`config.mk`:
```
export PLATFORM = sky130hd
export DESIGN_NAME = mmio_bus_fabric
export DESIGN_NICKNAME = d
export VERILOG_FILES = /design/src/rtl/mmio_bus_fabric.sv
export SDC_FILE = /design/constraint.sdc
export NUM_CORES = 1
export LEC_CHECK = 0
export BUFFER_PORTS_ARGS = -buffer_cell sky130_fd_sc_hd__buf_2
export CAP_MARGIN = 20
export CELL_PAD_IN_SITES_DETAIL_PLACEMENT = 1
export CELL_PAD_IN_SITES_GLOBAL_PLACEMENT = 1
export CORE_MARGIN = 2
export CORE_UTILIZATION = 35
export CTS_BUF_LIST = sky130_fd_sc_hd__clkbuf_4 sky130_fd_sc_hd__clkbuf_8
export DETAILED_ROUTE_END_ITERATION = 8
export GPL_TIMING_DRIVEN = 1
export PLACE_DENSITY = 0.89
export SLEW_MARGIN = 0
export SYNTH_ARGS = -nofsm -noshare
export SYNTH_HDL_FRONTEND = slang
export SYNTH_SLANG_ARGS = --single-unit
```
`constraint.sdc`:
```
create_clock -name clk -period 5.1 [get_ports clk]
set_input_delay 0.51 -clock clk [delete_from_list [all_inputs] [get_ports clk]]
set_output_delay 0.51 -clock clk [all_outputs]
set_load 0.05 [all_outputs]
```
`src/rtl/mmio_bus_fabric.sv`:
```
// MMIO bus fabric: decodes a CPU load/store onto one of NUM_SLAVES peripheral ports,
// waits for the slave's ready with a timeout, and keeps a sticky error with its address.
module mmio_bus_fabric #(
  parameter int          NUM_SLAVES = 4,
  parameter int          TIMEOUT    = 255,
  parameter logic [31:0] ERR_DATA   = 32'hDEADBEEF
) (
  input  logic                    clk,
  input  logic                    reset,
  input  logic [31:0]             addr,
  input  logic [31:0]             wdata,
  input  logic [3:0]              byte_enable,
  input  logic                    mem_write,
  input  logic                    mem_read,
  output logic [31:0]             rdata,
  output logic                    busy,
  output logic [NUM_SLAVES-1:0]   s_sel,
  output logic [27:0]             s_addr,
  output logic [31:0]             s_wdata,
  output logic [3:0]              s_be,
  output logic                    s_we,
  output logic                    s_re,
  input  logic [32*NUM_SLAVES-1:0] s_rdata,
  input  logic [NUM_SLAVES-1:0]   s_ready,
  input  logic                    err_clear,
  output logic                    bus_error,
  output logic [31:0]             err_addr
);

  typedef enum logic [1:0] {IDLE, ACCESS, DONE} state_t;

  localparam logic [15:0] WAIT_LAST = 16'(TIMEOUT - 1);
  localparam logic [4:0]  NS        = 5'(NUM_SLAVES);

  state_t                 state_q, state_d;
  logic [3:0]             idx_q, idx_d;
  logic [15:0]            wait_q, wait_d;
  logic [31:0]            rdata_q, rdata_d;
  logic [NUM_SLAVES-1:0]  s_sel_q, s_sel_d;
  logic [27:0]            s_addr_q, s_addr_d;
  logic [31:0]            s_wdata_q, s_wdata_d;
  logic [3:0]             s_be_q, s_be_d;
  logic                   s_we_q, s_we_d;
  logic                   s_re_q, s_re_d;
  logic                   bus_error_q, bus_error_d;
  logic [31:0]            err_addr_q, err_addr_d;

  logic                   req;
  logic                   mapped;
  logic                   sel_ready;
  logic [31:0]            sel_rdata;
  logic [NUM_SLAVES-1:0]  dec_sel;
  logic                   err;
  logic [31:0]            err_addr_new;

  // Address decode and selected-slave return path; only the latched select is looked at,
  // so ready/data from other slaves can never complete the access.
  always_comb begin
    req       = mem_read | mem_write;
    mapped    = {1'b0, addr[31:28]} < NS;
    sel_ready = 1'b0;
    sel_rdata = '0;
    dec_sel   = '0;
    for (int i = 0; i < NUM_SLAVES; i++) begin
      dec_sel[i] = (addr[31:28] == 4'(i));
      if (s_sel_q[i]) begin
        sel_ready = sel_ready | s_ready[i];
        sel_rdata = sel_rdata | s_rdata[32*i +: 32];
      end
    end
  end

  always_comb begin
    state_d      = state_q;
    idx_d        = idx_q;
    wait_d       = wait_q;
    rdata_d      = rdata_q;
    s_sel_d      = s_sel_q;
    s_addr_d     = s_addr_q;
    s_wdata_d    = s_wdata_q;
    s_be_d       = s_be_q;
    s_we_d       = s_we_q;
    s_re_d       = s_re_q;
    bus_error_d  = bus_error_q;
    err_addr_d   = err_addr_q;
    err          = 1'b0;
    err_addr_new = {idx_q, s_addr_q};

    if (err_clear) bus_error_d = 1'b0;

    case (state_q)
      IDLE: begin
        if (req) begin
          idx_d     = addr[31:28];
          s_addr_d  = addr[27:0];
          s_wdata_d = wdata;
          s_be_d    = byte_enable;
          wait_d    = '0;
          if (mapped) begin
            state_d = ACCESS;
            s_sel_d = dec_sel;
            s_we_d  = mem_write;
            s_re_d  = mem_read & ~mem_write;
          end else begin
            state_d      = DONE;
            rdata_d      = ERR_DATA;
            err          = 1'b1;
            err_addr_new = addr;
          end
        end
      end
      ACCESS: begin
        // Ready is tested before the timeout so a coinciding ready still completes cleanly.
        if (sel_ready || wait_q == WAIT_LAST) begin
          if (sel_ready) begin
            if (s_re_q) rdata_d = sel_rdata;
          end else begin
            rdata_d = ERR_DATA;
            err     = 1'b1;
          end
          state_d = DONE;
          s_sel_d = '0;
          s_we_d  = 1'b0;
          s_re_d  = 1'b0;
          wait_d  = '0;
        end else begin
          wait_d = wait_q + 16'd1;
        end
      end
      DONE:    state_d = IDLE;
      default: state_d = IDLE;
    endcase

    // A new error beats a simultaneous clear; only the first error's address is kept.
    if (err) begin
      bus_error_d = 1'b1;
      if (!bus_error_q) err_addr_d = err_addr_new;
    end
  end

  always_ff @(posedge clk or posedge reset) begin
    if (reset) begin
      state_q     <= IDLE;
      idx_q       <= '0;
      wait_q      <= '0;
      rdata_q     <= '0;
      s_sel_q     <= '0;
      s_addr_q    <= '0;
      s_wdata_q   <= '0;
      s_be_q      <= '0;
      s_we_q      <= 1'b0;
      s_re_q      <= 1'b0;
      bus_error_q <= 1'b0;
      err_addr_q  <= '0;
    end else begin
      state_q     <= state_d;
      idx_q       <= idx_d;
      wait_q      <= wait_d;
      rdata_q     <= rdata_d;
      s_sel_q     <= s_sel_d;
      s_addr_q    <= s_addr_d;
      s_wdata_q   <= s_wdata_d;
      s_be_q      <= s_be_d;
      s_we_q      <= s_we_d;
      s_re_q      <= s_re_d;
      bus_error_q <= bus_error_d;
      err_addr_q  <= err_addr_d;
    end
  end

  assign busy      = (state_q == ACCESS) | ((state_q == IDLE) & req);
  assign rdata     = rdata_q;
  assign s_sel     = s_sel_q;
  assign s_addr    = s_addr_q;
  assign s_wdata   = s_wdata_q;
  assign s_be      = s_be_q;
  assign s_we      = s_we_q;
  assign s_re      = s_re_q;
  assign bus_error = bus_error_q;
  assign err_addr  = err_addr_q;

endmodule

```
==> results.sh <==
export IMPL_rsz0062_at_grt="false"
export IMPL_whs_endpoint="s_wdata[6]"
export IMPL_peakVddDrop_uv=444.0
export IMPL_maxCapViolations=0
export IMPL_synth_enable_flop_cells=0
export IMPL_grt_pass1_vias=7276
export IMPL_tritoncts="done"
export IMPL_worst_pin_slew_ps=1075
export IMPL_worstPathArrival_ps=3530
export IMPL_tritoncts_num_buffers=17
export IMPL_netlist_area_leader_share_pct=53.79
export IMPL_worst_setup_path_type="reg -> reg"
export IMPL_final_core_util_pct=47.41
export IMPL_clk_root_buffer_cell="sky130_fd_sc_hd__clkbuf_8"
export IMPL_final_net_count=1243
export IMPL_setup_worst_path_start_class="register"
export IMPL_clock_skew_ps=15.69
export IMPL_yosysTopAreaCell="sky130_fd_sc_hd__dfrtp_1"
export IMPL_crit_buf_inv=1
export IMPL_vias=6917
export IMPL_largest_net_degree_at_the_start_of_global_routing=72
export IMPL_routed_wl_mm=24.97
export IMPL_clock_sinks=157
export IMPL_rows=52
export IMPL_stdcell_count=1320
export IMPL_drt_first_pass_iters=4
export IMPL_post_cts_setup_buffers=0
export IMPL_finalSetupViolations=0
export IMPL_power_clock_fraction_pct=14.0
export IMPL_p_switching_mw=3.651
export IMPL_final_setup_tns_ps=0
export IMPL_hold_buffers=1
export IMPL_area_after_detailed_placement_um2=9225
export IMPL_synth_fp_nets=924
export IMPL_post_layout_total_power_mw=6.746
export IMPL_drt_drc_violations_left=0
export IMPL_slew_headroom_pct=28.06
export IMPL_dpl_cell_count=1285
export IMPL_layout_min_cycle_time_ps=3190
export IMPL_holdPathStages=3
export IMPL_slowest_stage="sky130_fd_sc_hd__nand2_2"
export IMPL_report_final_hold_viol_count=0
export IMPL_critical_path_endpoint_type="register"
export IMPL_gr_total_overflow=0
export IMPL_synthTopCellsByCount="sky130_fd_sc_hd__nand2_1, sky130_fd_sc_hd__dfrtp_1, sky130_fd_sc_hd__a22oi_1"
export IMPL_fmaxAchievable_mhz=313.4
export IMPL_finalHoldWorstSlack_ps=235.8
export IMPL_die_area_um2=22040
export IMPL_setup_worst_path_start="state_q[0]"
export IMPL_vias_per_cell=5.240
export IMPL_grt_first_pass_wirelength_mm=38.78
export IMPL_detail_route_antenna_nets=0
export IMPL_slew_violations=0
export IMPL_synthesis_instances=717
export IMPL_post_synth_top_count_cell="sky130_fd_sc_hd__nand2_1"
export IMPL_ios=341
export IMPL_routed_wire_length_per_instance_um=18.92
export IMPL_synth_distinct_cells=45
export IMPL_worst_r2r_startpoint="state_q[0]"
export IMPL_holdCritPathClass="in -> reg"
export IMPL_effective_utilization_at_floorplan_pct=35.87
export IMPL_core_um2=20360
export IMPL_placement_io_buffers=340
export IMPL_netlist_top_cells_area="sky130_fd_sc_hd__dfrtp_1, sky130_fd_sc_hd__nand2_1, sky130_fd_sc_hd__a22oi_1"
export IMPL_worst_case_setup_margin_in_the_final_layout_ps=1910
export IMPL_combinationalPowerShare_pct=56.1
export IMPL_clkLatencyLatePin_ps=450
export IMPL_routabilityCongestion=0.8956
export IMPL_flip_flop_and_latch_count_after_synthesis=157
export IMPL_postSynthAreaPerCell_um2=10.19
export IMPL_status="complete, no violations"
export IMPL_finalCritPeriodShare_pct=62.56
export IMPL_cpLargestDelayFamily="simple AND/OR/NAND/NOR gates"
export IMPL_netlist_area_um2=7305
export IMPL_preCtsSetupSlack_ps=1744
export IMPL_hpwl_mm=18.01
export IMPL_clk_pin_slew_worst_paths_ps=100
export IMPL_drive_gt1_share_pct=40.80
export IMPL_switching_share_pct=54.12
export IMPL_die_height_um=148.5
export IMPL_timing_critical_path_cells="nor3_1, or2_0, inv_1, a31o_2, nand2_2, mux2_2"
export IMPL_worst_r2r_cell_count=6
export IMPL_p_int_mw=3.095
export IMPL_post_cts_resize_count=0
export IMPL_leakagePower_nw=4.721
export IMPL_holdCritStartpoint="wdata[6]"
export IMPL_cp_slowest_stage_delay_ps=790
export IMPL_yosys_most_used_dff="sky130_fd_sc_hd__dfrtp_1"
export IMPL_reg2reg_to="rdata[25]"
export IMPL_async_reset_ff_share_pct=100.0
export IMPL_yosys_warns=0
export IMPL_die_x_um=148.5
export IMPL_detailedRoute_firstIterationViolations=284
export IMPL_critical_path_required_ps=5440
export IMPL_clock_tree_buffer_depth=2
export IMPL_proportion_of_power_drawn_by_flip_flops_and_latches_pct=29.9
export IMPL_area_growth_synth_to_final_pct=32.17
export IMPL_ys_seq_area_share_pct=53.79
export IMPL_number_of_antenna_violations_at_the_first_check_in_global_routing=1
export IMPL_critical_path_peak_fanout=32
export IMPL_groute_usage_overall_pct=22.33
export IMPL_cts_htree_levels=4
export IMPL_r2r_setup_slack_ps=1910
export IMPL_final_cell_area_um2=9654
export IMPL_power_per_cell_area_nw_per_um2=698.8
-- power by group through the flow --
stage	registers (mW)	clock network, mW	logic [mW]
after floorplan	3.51	0	1.33
after global routing	2.08	1.03	4.02
final	2.02	0.945	3.78
after global placement	2.00	0	3.72
after CTS	2.02	0.980	3.82
after detailed placement	2.04	0	3.81
-- cell type report --
type	instances	area [um2]
tap	270	337.8
inverter	6	27.53
clock inverter	14	153.9
multi-input combinational	501	3147
timing repair buffer	353	1809
clock buffer	18	247.7
fill	2439	10710
sequential	157	3929
antenna	1	2.502
-- worst max path at each step --
stage,end,cells after the start,slack (ps)
6_report,rdata[25],6,1910
2_1_floorplan,bus_error,1,360
5_1_grt,rdata[26],6,1680
3_5_place_dp,rdata[26],7,1740
4_1_cts,rdata[26],6,1900
3_3_place_gp,rdata[25],7,1840
-- cell usage in the layout, fill, tap and decap left out, types with 2 or more instances in the layout --
cell type	synthesis	layout
sky130_fd_sc_hd__buf_4	0	11
sky130_fd_sc_hd__xor2_1	8	8
sky130_fd_sc_hd__nand3_1	31	31
sky130_fd_sc_hd__a22o_1	5	5
sky130_fd_sc_hd__nand4_1	5	5
sky130_fd_sc_hd__a32o_1	2	2
sky130_fd_sc_hd__o32a_1	30	30
sky130_fd_sc_hd__clkbuf_8	0	18
sky130_fd_sc_hd__inv_8	0	3
sky130_fd_sc_hd__a31oi_1	4	4
sky130_fd_sc_hd__inv_1	6	5
sky130_fd_sc_hd__buf_2	4	340
sky130_fd_sc_hd__nor2_1	13	13
sky130_fd_sc_hd__dfrtp_1	157	157
sky130_fd_sc_hd__xnor2_1	2	2
sky130_fd_sc_hd__nand2_1	217	217
sky130_fd_sc_hd__nand2b_1	5	5
sky130_fd_sc_hd__o21a_1	31	30
sky130_fd_sc_hd__inv_6	0	4
sky130_fd_sc_hd__mux2_4	30	30
sky130_fd_sc_hd__clkinv_4	0	4
sky130_fd_sc_hd__and3_1	2	2
sky130_fd_sc_hd__a22oi_1	66	66
sky130_fd_sc_hd__ha_1	2	2
sky130_fd_sc_hd__o2bb2ai_1	3	3
sky130_fd_sc_hd__nor4_1	2	2
sky130_fd_sc_hd__mux2_2	4	4
sky130_fd_sc_hd__nor3_1	8	8
sky130_fd_sc_hd__a21oi_1	12	11
-- cell families (layout without fill, tap and decap cells) --
| logic type | after synthesis | after routing | synth area share, % |
|---|---|---|---|
| AO/OA/AOI/OAI | 164 | 164 | 17.59 |
| flip-flops | 157 | 157 | 53.79 |
| adder cells (fa/ha/maj) | 2 | 2 | 0.3425 |
| XOR/XNOR | 10 | 10 | 1.199 |
| buffers and inverters | 59 | 391 | 3.511 |
| AND/OR/NAND/NOR | 291 | 291 | 16.79 |
| multiplexers | 34 | 34 | 6.783 |
| other | 0 | 1 | 0 |
-- metal layers --
layer / GRT usage, % / up-vias / wire length (um)
met5: 0 / - / 0
met4: 7.333 / 0 / 607
met3: 5.767 / 38 / 1678
met2: 40.39 / 250 / 12860
met1: 25.75 / 3453 / 9823
li1: - / 3176 / -
-- sequential cells by signal (all words and copies together) (netlist names) --
name / cells
s_re: 1
s_we: 1
rdata: 32
state_q: 2
wait_q: 16
err_addr: 32
s_addr: 28
s_sel: 4
bus_error: 1
s_be: 4
s_wdata: 32
idx_q: 4
-- worst register-to-register path, cell delays in order, from the launching register on --
cell and delay, ps:
sky130_fd_sc_hd__dfrtp_1 480, sky130_fd_sc_hd__nor3_1 550, sky130_fd_sc_hd__or2_0 340, sky130_fd_sc_hd__inv_1 170
sky130_fd_sc_hd__a31o_2 330, sky130_fd_sc_hd__nand2_2 790, sky130_fd_sc_hd__mux2_2 430
Power figures use the tool's default switching activity.
